[src/rtl/bloom_pkg.sv]
// ============================================================================
// Module  : bloom_pkg
// Brief   : Shared types and hash constants for the Bloom-filter controller.
// Revision: 1.0
// ============================================================================
`default_nettype none

package bloom_pkg;

   typedef enum logic {
      QUERY  = 1'b0,
      INSERT = 1'b1
   } bloom_op_e;

   typedef enum logic [1:0] {
      IDLE   = 2'd0,
      HASH   = 2'd1,
      UPDATE = 2'd2
   } bloom_state_e;

   localparam int HASH_SEED = 31;
   localparam int HASH_MULT = 17;

endpackage

`default_nettype wire

[src/rtl/bloom_filter_ctrl_if.sv]
// ============================================================================
// Module  : bloom_filter_ctrl_if
// Brief   : Requester-side request/grant and response bundle of the controller.
// Revision: 1.0
// ============================================================================
`default_nettype none

interface bloom_filter_ctrl_if #(
   parameter int NumReq    = 2,
   parameter int DataWidth = 32,
   parameter int HashWidth = 8
);
   logic [NumReq-1:0]                 req_i;
   logic [NumReq-1:0]                 op_i;
   logic [NumReq-1:0][DataWidth-1:0]  data_i;
   logic [NumReq-1:0]                 gnt_o;
   logic                              rsp_valid_o;
   logic [$clog2(NumReq)-1:0]         rsp_id_o;
   logic                              rsp_hit_o;
   logic [HashWidth-1:0]              rsp_hash_o;
   logic                              busy_o;
   logic [15:0]                       stat_ins_o;
   logic [15:0]                       stat_qry_o;
   logic [15:0]                       stat_hit_o;

   modport master (
      output req_i, op_i, data_i,
      input  gnt_o, rsp_valid_o, rsp_id_o, rsp_hit_o, rsp_hash_o, busy_o,
      input  stat_ins_o, stat_qry_o, stat_hit_o
   );

   modport slave (
      input  req_i, op_i, data_i,
      output gnt_o, rsp_valid_o, rsp_id_o, rsp_hit_o, rsp_hash_o, busy_o,
      output stat_ins_o, stat_qry_o, stat_hit_o
   );

endinterface

`default_nettype wire

[src/rtl/bloom_hash_iter.sv]
// ============================================================================
// Module  : bloom_hash_iter
// Brief   : Iterative folding XOR-multiply hash, one HashWidth chunk per step.
// Revision: 1.0
// ============================================================================
`default_nettype none

module bloom_hash_iter
   import bloom_pkg::*;
#(
   parameter int DataWidth = 32,
   parameter int HashWidth = 8
) (
   input  wire logic                 clk,
   input  wire logic                 rst_n,
   input  wire logic                 start,
   input  wire logic                 step,
   input  wire logic [DataWidth-1:0] key,
   output logic      [HashWidth-1:0] acc_next,
   output logic                      done
);

   localparam int C  = DataWidth / HashWidth;
   localparam int CW = (C > 1) ? $clog2(C) : 1;

   logic [HashWidth-1:0] r_acc;
   logic [CW-1:0]        r_chunk;
   logic [HashWidth-1:0] w_mix;

   // Chunk 0 is the least significant slice of the key.
   assign w_mix    = r_acc ^ key[int'(r_chunk)*HashWidth +: HashWidth];
   assign acc_next = w_mix * HashWidth'(HASH_MULT);
   assign done     = (r_chunk == CW'(C - 1));

   always_ff @(posedge clk or negedge rst_n) begin
      if (!rst_n) begin
         r_acc   <= '0;
         r_chunk <= '0;
      end else if (start) begin
         r_acc   <= HashWidth'(HASH_SEED);
         r_chunk <= '0;
      end else if (step) begin
         r_acc   <= acc_next;
         r_chunk <= r_chunk + CW'(1);
      end
   end

endmodule

`default_nettype wire

[src/rtl/bloom_filter_ctrl.sv]
// ============================================================================
// Module  : bloom_filter_ctrl
// Brief   : Round-robin arbitrated insert/query controller owning a Bloom bit
//           array; optional counters enabled by BLOOM_FILTER_STATS_EN.
// Revision: 1.0
// ============================================================================
`default_nettype none

module bloom_filter_ctrl
   import bloom_pkg::*;
#(
   parameter int NumReq    = 2,
   parameter int DataWidth = 32,
   parameter int HashWidth = 8,
   parameter int BlSize    = 256
) (
   input  wire logic          clk_i,
   input  wire logic          rst_ni,
   bloom_filter_ctrl_if.slave bus
);

   localparam int IdW  = $clog2(NumReq);
   localparam int IdxW = $clog2(BlSize);

   bloom_state_e          r_state;
   logic [IdW-1:0]        r_last;
   logic [IdW-1:0]        r_id;
   logic [DataWidth-1:0]  r_key;
   bloom_op_e             r_op;
   logic                  r_rsp_valid;
   logic                  r_rsp_hit;
   logic [HashWidth-1:0]  r_rsp_hash;
   logic [IdW-1:0]        r_rsp_id;
   logic [BlSize-1:0]     r_bits;

   logic [IdW-1:0]        w_win;
   logic                  w_any;
   logic                  w_start;
   logic                  w_step;
   logic                  w_done;
   logic                  w_commit;
   logic [HashWidth-1:0]  w_acc_next;
   logic [IdxW-1:0]       w_idx;
   logic [NumReq-1:0]     w_gnt;

   // Scans from farthest to nearest so the requester right after last wins.
   function automatic logic [IdW-1:0] f_rr_pick(input logic [NumReq-1:0] req,
                                                input logic [IdW-1:0]    last);
      logic [IdW-1:0] win;
      int             cand;
      win = last;
      for (int k = NumReq; k >= 1; k--) begin
         cand = (int'(last) + k) % NumReq;
         if (req[cand]) win = IdW'(cand);
      end
      return win;
   endfunction

   assign w_any    = |bus.req_i;
   assign w_win    = f_rr_pick(bus.req_i, r_last);
   assign w_start  = (r_state == IDLE) && w_any;
   assign w_step   = (r_state == HASH);
   assign w_commit = w_step && w_done;
   assign w_idx    = w_acc_next[IdxW-1:0];

   always_comb begin
      w_gnt = '0;
      if (w_start && rst_ni) w_gnt[w_win] = 1'b1;
   end

   bloom_hash_iter #(
      .DataWidth (DataWidth),
      .HashWidth (HashWidth)
   ) u_hash (
      .clk      (clk_i),
      .rst_n    (rst_ni),
      .start    (w_start),
      .step     (w_step),
      .key      (r_key),
      .acc_next (w_acc_next),
      .done     (w_done)
   );

   // The final hash and lookup are registered on the last HASH edge so the
   // response is already stable for the whole UPDATE cycle.
   always_ff @(posedge clk_i or negedge rst_ni) begin
      if (!rst_ni) begin
         r_state     <= IDLE;
         r_last      <= IdW'(NumReq - 1);
         r_id        <= '0;
         r_key       <= '0;
         r_op        <= QUERY;
         r_rsp_valid <= 1'b0;
         r_rsp_hit   <= 1'b0;
         r_rsp_hash  <= '0;
         r_rsp_id    <= '0;
         r_bits      <= '0;
      end else begin
         r_rsp_valid <= 1'b0;
         case (r_state)
            IDLE: begin
               if (w_any) begin
                  r_key   <= bus.data_i[w_win];
                  r_op    <= bloom_op_e'(bus.op_i[w_win]);
                  r_id    <= w_win;
                  r_last  <= w_win;
                  r_state <= HASH;
               end
            end
            HASH: begin
               if (w_done) begin
                  r_rsp_valid <= 1'b1;
                  r_rsp_hit   <= r_bits[w_idx];
                  r_rsp_hash  <= w_acc_next;
                  r_rsp_id    <= r_id;
                  if (r_op == INSERT) r_bits[w_idx] <= 1'b1;
                  r_state     <= UPDATE;
               end
            end
            UPDATE: r_state <= IDLE;
            default: r_state <= IDLE;
         endcase
      end
   end

   assign bus.gnt_o       = w_gnt;
   assign bus.rsp_valid_o = r_rsp_valid;
   assign bus.rsp_hit_o   = r_rsp_hit;
   assign bus.rsp_hash_o  = r_rsp_hash;
   assign bus.rsp_id_o    = r_rsp_id;
   assign bus.busy_o      = (r_state != IDLE);

`ifdef BLOOM_FILTER_STATS_EN
   logic [15:0] r_stat_ins;
   logic [15:0] r_stat_qry;
   logic [15:0] r_stat_hit;

   always_ff @(posedge clk_i or negedge rst_ni) begin
      if (!rst_ni) begin
         r_stat_ins <= '0;
         r_stat_qry <= '0;
         r_stat_hit <= '0;
      end else if (w_commit) begin
         if (r_op == INSERT) begin
            if (r_stat_ins != 16'hFFFF) r_stat_ins <= r_stat_ins + 16'd1;
         end else begin
            if (r_stat_qry != 16'hFFFF) r_stat_qry <= r_stat_qry + 16'd1;
            if (r_bits[w_idx] && (r_stat_hit != 16'hFFFF))
               r_stat_hit <= r_stat_hit + 16'd1;
         end
      end
   end

   assign bus.stat_ins_o = r_stat_ins;
   assign bus.stat_qry_o = r_stat_qry;
   assign bus.stat_hit_o = r_stat_hit;
`else
   assign bus.stat_ins_o = '0;
   assign bus.stat_qry_o = '0;
   assign bus.stat_hit_o = '0;
`endif

endmodule

`default_nettype wire

[src/flat_wrapper.sv]
// flat-port wrapper written by rule: the top's interface ports become plain ports
module bloom_filter_ctrl_flat import bloom_pkg::*;
#(
   parameter int NumReq    = 2,
   parameter int DataWidth = 32,
   parameter int HashWidth = 8,
   parameter int BlSize    = 256
)
  (clk_i, rst_ni, bus_req_i, bus_op_i, bus_data_i, bus_gnt_o, bus_rsp_valid_o, bus_rsp_id_o, bus_rsp_hit_o, bus_rsp_hash_o, bus_busy_o, bus_stat_ins_o, bus_stat_qry_o, bus_stat_hit_o);
  bloom_filter_ctrl_if #(.NumReq(NumReq), .DataWidth(DataWidth), .HashWidth(HashWidth)) bus_i ();
  input  wire logic clk_i;
  input  wire logic rst_ni;
  input wire logic [$bits(bus_i.req_i)-1:0] bus_req_i;
  input wire logic [$bits(bus_i.op_i)-1:0] bus_op_i;
  input wire logic [$bits(bus_i.data_i)-1:0] bus_data_i;
  output wire logic [$bits(bus_i.gnt_o)-1:0] bus_gnt_o;
  output wire logic [$bits(bus_i.rsp_valid_o)-1:0] bus_rsp_valid_o;
  output wire logic [$bits(bus_i.rsp_id_o)-1:0] bus_rsp_id_o;
  output wire logic [$bits(bus_i.rsp_hit_o)-1:0] bus_rsp_hit_o;
  output wire logic [$bits(bus_i.rsp_hash_o)-1:0] bus_rsp_hash_o;
  output wire logic [$bits(bus_i.busy_o)-1:0] bus_busy_o;
  output wire logic [$bits(bus_i.stat_ins_o)-1:0] bus_stat_ins_o;
  output wire logic [$bits(bus_i.stat_qry_o)-1:0] bus_stat_qry_o;
  output wire logic [$bits(bus_i.stat_hit_o)-1:0] bus_stat_hit_o;
  assign bus_i.req_i = bus_req_i;
  assign bus_i.op_i = bus_op_i;
  assign bus_i.data_i = bus_data_i;
  assign bus_gnt_o = bus_i.gnt_o;
  assign bus_rsp_valid_o = bus_i.rsp_valid_o;
  assign bus_rsp_id_o = bus_i.rsp_id_o;
  assign bus_rsp_hit_o = bus_i.rsp_hit_o;
  assign bus_rsp_hash_o = bus_i.rsp_hash_o;
  assign bus_busy_o = bus_i.busy_o;
  assign bus_stat_ins_o = bus_i.stat_ins_o;
  assign bus_stat_qry_o = bus_i.stat_qry_o;
  assign bus_stat_hit_o = bus_i.stat_hit_o;
  bloom_filter_ctrl #(.NumReq(NumReq), .DataWidth(DataWidth), .HashWidth(HashWidth), .BlSize(BlSize)) u_core (.clk_i(clk_i), .rst_ni(rst_ni), .bus(bus_i));
endmodule
[config.mk]
export PLATFORM = sky130hd
export DESIGN_NAME = bloom_filter_ctrl_flat
export DESIGN_NICKNAME = d
export VERILOG_FILES = /design/src/rtl/bloom_pkg.sv /design/src/rtl/bloom_filter_ctrl_if.sv /design/src/rtl/bloom_hash_iter.sv /design/src/rtl/bloom_filter_ctrl.sv /design/src/flat_wrapper.sv
export SDC_FILE = /design/constraint.sdc
export NUM_CORES = 1
export LEC_CHECK = 0
export ABC_AREA = 1
export CAP_MARGIN = 5
export CORE_UTILIZATION = 58
export DETAILED_ROUTE_END_ITERATION = 8
export GPL_ROUTABILITY_DRIVEN = 0
export PLACE_DENSITY_LB_ADDON = 0.15
export SLEW_MARGIN = 20
export SYNTH_ARGS = -nofsm -noshare
export SYNTH_HDL_FRONTEND = slang
export SYNTH_SLANG_ARGS = --single-unit
[constraint.sdc]
create_clock -name clk_i -period 4.5 [get_ports clk_i]
set_input_delay 0.45 -clock clk_i [delete_from_list [all_inputs] [get_ports clk_i]]
set_output_delay 0.45 -clock clk_i [all_outputs]
set_load 0.005 [all_outputs]
==> impl_metrics.yaml, run 1 <==
run_status:
  status: "finished clean"
global_routing:
  gr-total-overflow: 0
  grt_max_degree: 154
  grt_pass1_wl_um: 64500
  track_usage: 0.310
  grt_pass1_vias: 11900
  grt_antenna_before_repair: 0
cts:
  cts_tree: "built"
  cts_setup_buffers: 0
  cts_sinks: 314
  clockBufferDepth: 3
  cts_buffers: 35
  cts-root-buf: "clkbuf_16"
  htreeDepth: 2
  clk_pin_slew_ns: 0.06
  clock_latency_ns: 0.52
timing:
  fin_crit_sh: 0.903
  setup_slack_ns: 0.435
  rsz0062_at_grt: "false"
  hold_viol: 0
  worst_pin_slew_ns: 1.07
  min_period_ns: 4.06
  final_max_slew_viol_count: 0
  slew_headroom: 0.283
  skew_ns: 0.0180
  fin_setup_tns_ns: 0
  max_freq_ghz: 0.246
  setup_violations: 0
yosys:
  syn-mean-instance-area_um2: 8.52
  synth-xor-area-share: 0.00668
  seq_area_frac_synth: 0.518
  synth_top_family_by_area: "simple AND/OR/NAND/NOR gates"
  netlist_top_cells_area: "dfrtp_1 (52%), nand2_1 (17%), o21bai_1 (11%), nand3_1 (3.2%), buf_4 (2.7%)"
  yosysWarningCount: 0
  synth_cells: 1782
  synth_top_area_cell: "dfrtp_1"
  synth_compound_area_frac: 0.146
  synth_top_area_share: 0.516
  ys_ff_latch: 314
  synth.distinct_cells: 39
  syn_area_mm2: 0.0152
  synth-simple-area-share: 0.241
  synth_mux_area_frac: 0
  synth_fa_ha_area_frac: 0.00544
floorplan:
  ios: 132
  core_mm2: 0.0254
  die_width_um: 164
  die_y_um: 164
  initial_core_util: 0.598
  die_area_mm2: 0.0268
  std_cell_rows: 58
routing:
  vias_per_cell: 5.62
  wire_per_inst_um: 18.2
  drc: 0
  drtPass1Iterations: 7
  drt-total-wl_um: 39900
  initialDrtViolationCount: 1122
  ant_nets: 0
  num_vias: 12300
worst_hold_path:
  min-delay-path-class: "reg -> reg"
setup_path:
  worst-setup-path-type: "reg -> reg"
  critPathLaunchType: "flip-flop"
  cp_max_fo: 16
  worst_ep_required_time_ns: 4.90
  arrival_ns: 4.47
  reg2reg_setup_slack_ns: 0.44
  end_kind: "flip-flop"
placed_design:
  dp_worst_setup_slack_ns: 0.377
  dp.final_hpwl_um: 23600
  port_buffers: 83
final_layout:
  utilization: 0.674
  syn_to_final_growth_pct: 12.8
  antenna_cells: 0
  layout-drive-gt1-share: 0.0715
  final_nets: 1911
  fillers: 2072
flow_run:
  drv_cap: 0
area by class of cell:
| class | instances | area, um2 | area share |
|---|---|---|---|
| clock buffers | 47 | 1010 | 0.0592 |
| multi-input cells | 1287 | 6260 | 0.365 |
| flip-flops and latches | 314 | 7860 | 0.459 |
| clock inverters | 14 | 123 | 0.00716 |
| well taps | 330 | 413 | 0.0241 |
| repair buffers | 125 | 1190 | 0.0695 |
| inverters | 72 | 274 | 0.0160 |
cell usage after synthesis (all sizes together):
cell type and n:
xor2 8, nand2 686, o22ai 3, ha 5
or2 3, fa 1, a22oi 3, nand3 100
dfrtp 313, xnor2 1, a21oi 3, clkinv 2
nor3 5, nor2 65, o21ai 108, nand4 33
inv 70, conb 1, a32oi 1, buf 123
dfstp 1, clkbuf 33, o21bai 214
placed cells by master (no fill, tap or decap), drive strengths merged, types with 2 or more instances in the layout:
master and count:
a21oi 3, o22ai 3, nand3 100, clkbuf 47
a22oi 3, clkdlybuf4s50 82, clkinv 12, bufinv 2
inv 71, xor2 8, o21bai 214, ha 5
nand2 686, nor2 65, conb 48, buf 42
nor3 5, nand4 33, or2 3, o21ai 108
dfrtp 313
stage by stage:
step,instance area (um2),instances,hold slack (ns)
2_1_floorplan,15400,1829,0.154
6_report,17100,2189,0.453
3_5_place_dp,16000,2127,0.431
5_1_grt,17100,2189,0.469
4_1_cts,17100,2189,0.458
3_3_place_gp,16000,2127,0.436
cells by family after synthesis:
kind of cell               after synthesis
xor gates and xnor gates                 9
and+or+nand+nor                        892
buffers and inverters                  228
adders and majority gates                6
other                                    1
DFF                                    314
AOI/OAI and AO/OA                      332
state kept, by name, summed over array words and instances (netlist names):
signal / cells
u_core.bus.rsp_hash_o: 8
u_core.bus.rsp_hit_o: 1
u_core.bus.rsp_id_o: 1
u_core.bus.rsp_valid_o: 1
u_core.r_bits: 256
u_core.r_id: 1
u_core.r_key: 32
u_core.r_last: 1
u_core.r_op: 1
u_core.r_state: 2
u_core.u_hash.r_acc: 8
u_core.u_hash.r_chunk: 2
path summary, 6_finish.rpt:
path,start,endpoint,cells after the start
worst max-delay path,u_core.u_hash.r_chunk[1],u_core.r_bits[100],17
worst min-delay path,u_core.r_bits[68],u_core.r_bits[68],2
worst max register to register,u_core.u_hash.r_chunk[1],u_core.r_bits[100],17
worst min register to register,u_core.r_bits[68],u_core.r_bits[68],2
max in group asynchronous,rst_ni,u_core.r_bits[218],3
min in group asynchronous,rst_ni,u_core.r_bits[212],2
layer usage:
| metal | vias to the layer above | GRT usage | routed length (um) | part of all wire |
|---|---|---|---|---|
| met4 | 0 | 0.0867 | 906 | 0.023 |
| met2 | 459 | 0.515 | 19300 | 0.48 |
| met5 | - | 0 | 0 | 0 |
| li1 | 5771 | - | - | - |
| met3 | 72 | 0.0497 | 2680 | 0.067 |
| met1 | 6004 | 0.421 | 17000 | 0.43 |
worst max-delay path, cell delays in order (launching register included):
cell      delay, ns
dfrtp_1        0.52
clkinv_2       0.21
nand3_1        0.15
nand2_1        0.14
xor2_4         0.18
ha_1           0.31
ha_1           0.17
inv_1          0.06
fa_1           0.37
xnor2_1        0.18
xor2_1         0.21
xor2_1         0.12
or2_1          0.25
nand2_2        0.12
inv_2          0.08
nor2_4         0.16
nand2_1        0.39
o21bai_1       0.33
what timing repair did:
action | in CTS | in global routing
hold buffers | 1 | 0
gates resized for setup | 0 | 1
endpoints found under the hold margin | 65 | 0
setup endpoints to repair | 0 | 93
Power of run 1 is not shown: default switching activity piles up to over one toggle a cycle in this logic, so the estimate is an artifact.
==> run 2, diff against run 1 <==
Settings changed: PLACE_DENSITY set to 0.85, PLACE_DENSITY_LB_ADDON 0.15 to not set.
==> run 2 against run 1 <==
Non-clock buffer count decreased by 7. Die area stayed put. Clock-buffer cell count grew 4. Final cell count down 0.41%. Clock skew rose by 0.0071 ns. Worst setup slack got worse by 0.030 ns. Hold slack improved by 0.00068 ns. Via count rose by 2.3%. Core utilization shrank 0.19 points. Final area down 0.28%. Register-to-register slack got worse by 0.03 ns.
==> impl_metrics.yaml, run 2 (same netlist as run 1, synthesis figures left out) <==
routing:
  ant_nets: 0
  vias_per_cell: 5.77
  drt-total-wl_um: 39900
  wire_per_inst_um: 18.3
  drtPass1Iterations: 5
  initialDrtViolationCount: 1307
  num_vias: 12600
  drc: 0
timing:
  final_max_slew_viol_count: 0
  hold_viol: 0
  skew_ns: 0.0251
  min_period_ns: 4.09
  rsz0062_at_grt: "false"
  max_freq_ghz: 0.244
  slew_headroom: 0.303
  hold_ws_ns: 0.453
  worst_pin_slew_ns: 1.04
  fin_crit_sh: 0.910
  setup_violations: 0
  fin_setup_tns_ns: 0
placed_design:
  placed_area_mm2: 0.0160
  dp.final_hpwl_um: 23300
  port_buffers: 83
flow_run:
  drv_cap: 0
floorplan:
  die_y_um: 164
  die_width_um: 164
  ios: 132
  core_mm2: 0.0254
  std_cell_rows: 58
  die_area_mm2: 0.0268
  initial_core_util: 0.598
final_layout:
  top_regs: "u_core.r_bits x256, u_core.r_key x32"
  final_cell_mix: "nand2_1 (676), dfrtp_1 (313), o21bai_1 (214)"
  utilization: 0.673
  multiInputGateArea_mm2: 0.00626
  stdcell_area_mm2: 0.0171
  largest_register_ffs: 256
  fillers: 1926
  final_nets: 1903
  register_area_mm2: 0.00786
  final_common_cell: "nand2_1"
  syn_to_final_growth_pct: 12.5
  layout-drive-gt1-share: 0.0649
  largest-register: "u_core.r_bits"
  antenna_cells: 0
cts:
  clk_pin_slew_ns: 0.07
  clockBufferDepth: 3
  htreeDepth: 2
  clock_latency_ns: 0.52
  cts_sinks: 314
  cts_resized: 0
  cts_buffers: 34
  cts-root-buf: "clkbuf_16"
  cts_tree: "built"
setup_path:
  arrival_ns: 4.52
  worst_ep_required_time_ns: 4.92
  end_kind: "flip-flop"
  reg2regPathDepth: 17
  critPathLaunchType: "flip-flop"
  cp_max_fo: 16
  worst-setup-path-type: "reg -> reg"
worst_hold_path:
  min_path_cells: 2
  min-delay-path-class: "reg -> reg"
run_status:
  status: "finished clean"
global_routing:
  gr-total-overflow: 0
  grt_antenna_before_repair: 0
  track_usage: 0.310
  grt_pass1_wl_um: 64800
  grt_max_degree: 180
  grt_pass1_vias: 12400
[run 2: cell count changes in the layout (fill, tap and decap cells not counted), sizes merged]
| cell | delta |
|---|---|
| inv | +2 |
| bufinv | -1 |
| clkbuf | +4 |
| buf | -7 |
| clkinv | -7 |
[run 2: final cells by class]
| class | instances | share of cell area |
|---|---|---|
| clock buffer | 51 | 0.0601 |
| clock inverter | 8 | 0.00461 |
| inverter | 72 | 0.0160 |
| multi-input combinational | 1287 | 0.366 |
| sequential | 314 | 0.460 |
| tap | 330 | 0.0242 |
| timing repair buffer | 118 | 0.0688 |
[run 2: layer usage]
metal,up-vias,part of all wire,global-route usage
li1,5748,-,-
met1,6041,0.40,0.404
met2,665,0.47,0.509
met3,131,0.091,0.0566
met4,0,0.039,0.137
met5,-,0,0
[run 2: through the flow]
stage / setup WS [ns] / std cells
4_1_cts: 0.455 / 2180
6_report: 0.406 / 2180
3_3_place_gp: 0.735 / 2120
2_1_floorplan: 0.951 / 1829
5_1_grt: 0.124 / 2180
3_5_place_dp: 0.520 / 2120
[run 2: what timing repair did]
item | CTS | global route
buffers inserted | 0 | 0
hold buffers | 1 | 0
endpoints found under the setup margin | 0 | 0
hold endpoints to repair | 69 | 0
[run 2: path summary, 6_finish.rpt]
check	slack, ns	to	startpoint
setup / recovery	0.41	u_core.r_bits[167]	u_core.u_hash.r_chunk[0]
setup reg to reg	0.41	u_core.r_bits[167]	u_core.u_hash.r_chunk[0]
hold reg to reg	0.45	u_core.r_bits[68]	u_core.r_bits[68]
max in group asynchronous	2.61	u_core.r_key[11]	rst_ni
min in group asynchronous	0.51	u_core.r_bits[13]	rst_ni
hold / removal	0.45	u_core.r_bits[68]	u_core.r_bits[68]
[run 2: worst max-delay path: stages, from the launching register on]
cell and delay, ns:
dfrtp_1 0.55, buf_4 0.23, nand2_1 0.06, nand3_1 0.08, nand2_1 0.13, xor2_4 0.19
ha_1 0.30, ha_1 0.15, inv_1 0.05, fa_1 0.37, xnor2_1 0.19, xor2_1 0.20
xor2_1 0.18, or2_1 0.13, nand2_2 0.12, nor2_2 0.29, nand2_1 0.44, o21bai_1 0.33
Power of run 2 is left out for the same reason.
==> run 3, diff against run 2 <==
Settings changed: ABC_CLOCK_PERIOD_IN_PS set to 4500.
==> results of run 3 <==
No change in the layout: final DEF, timing and power equal those of run 2.
Power of run 3 is left out for the same reason.
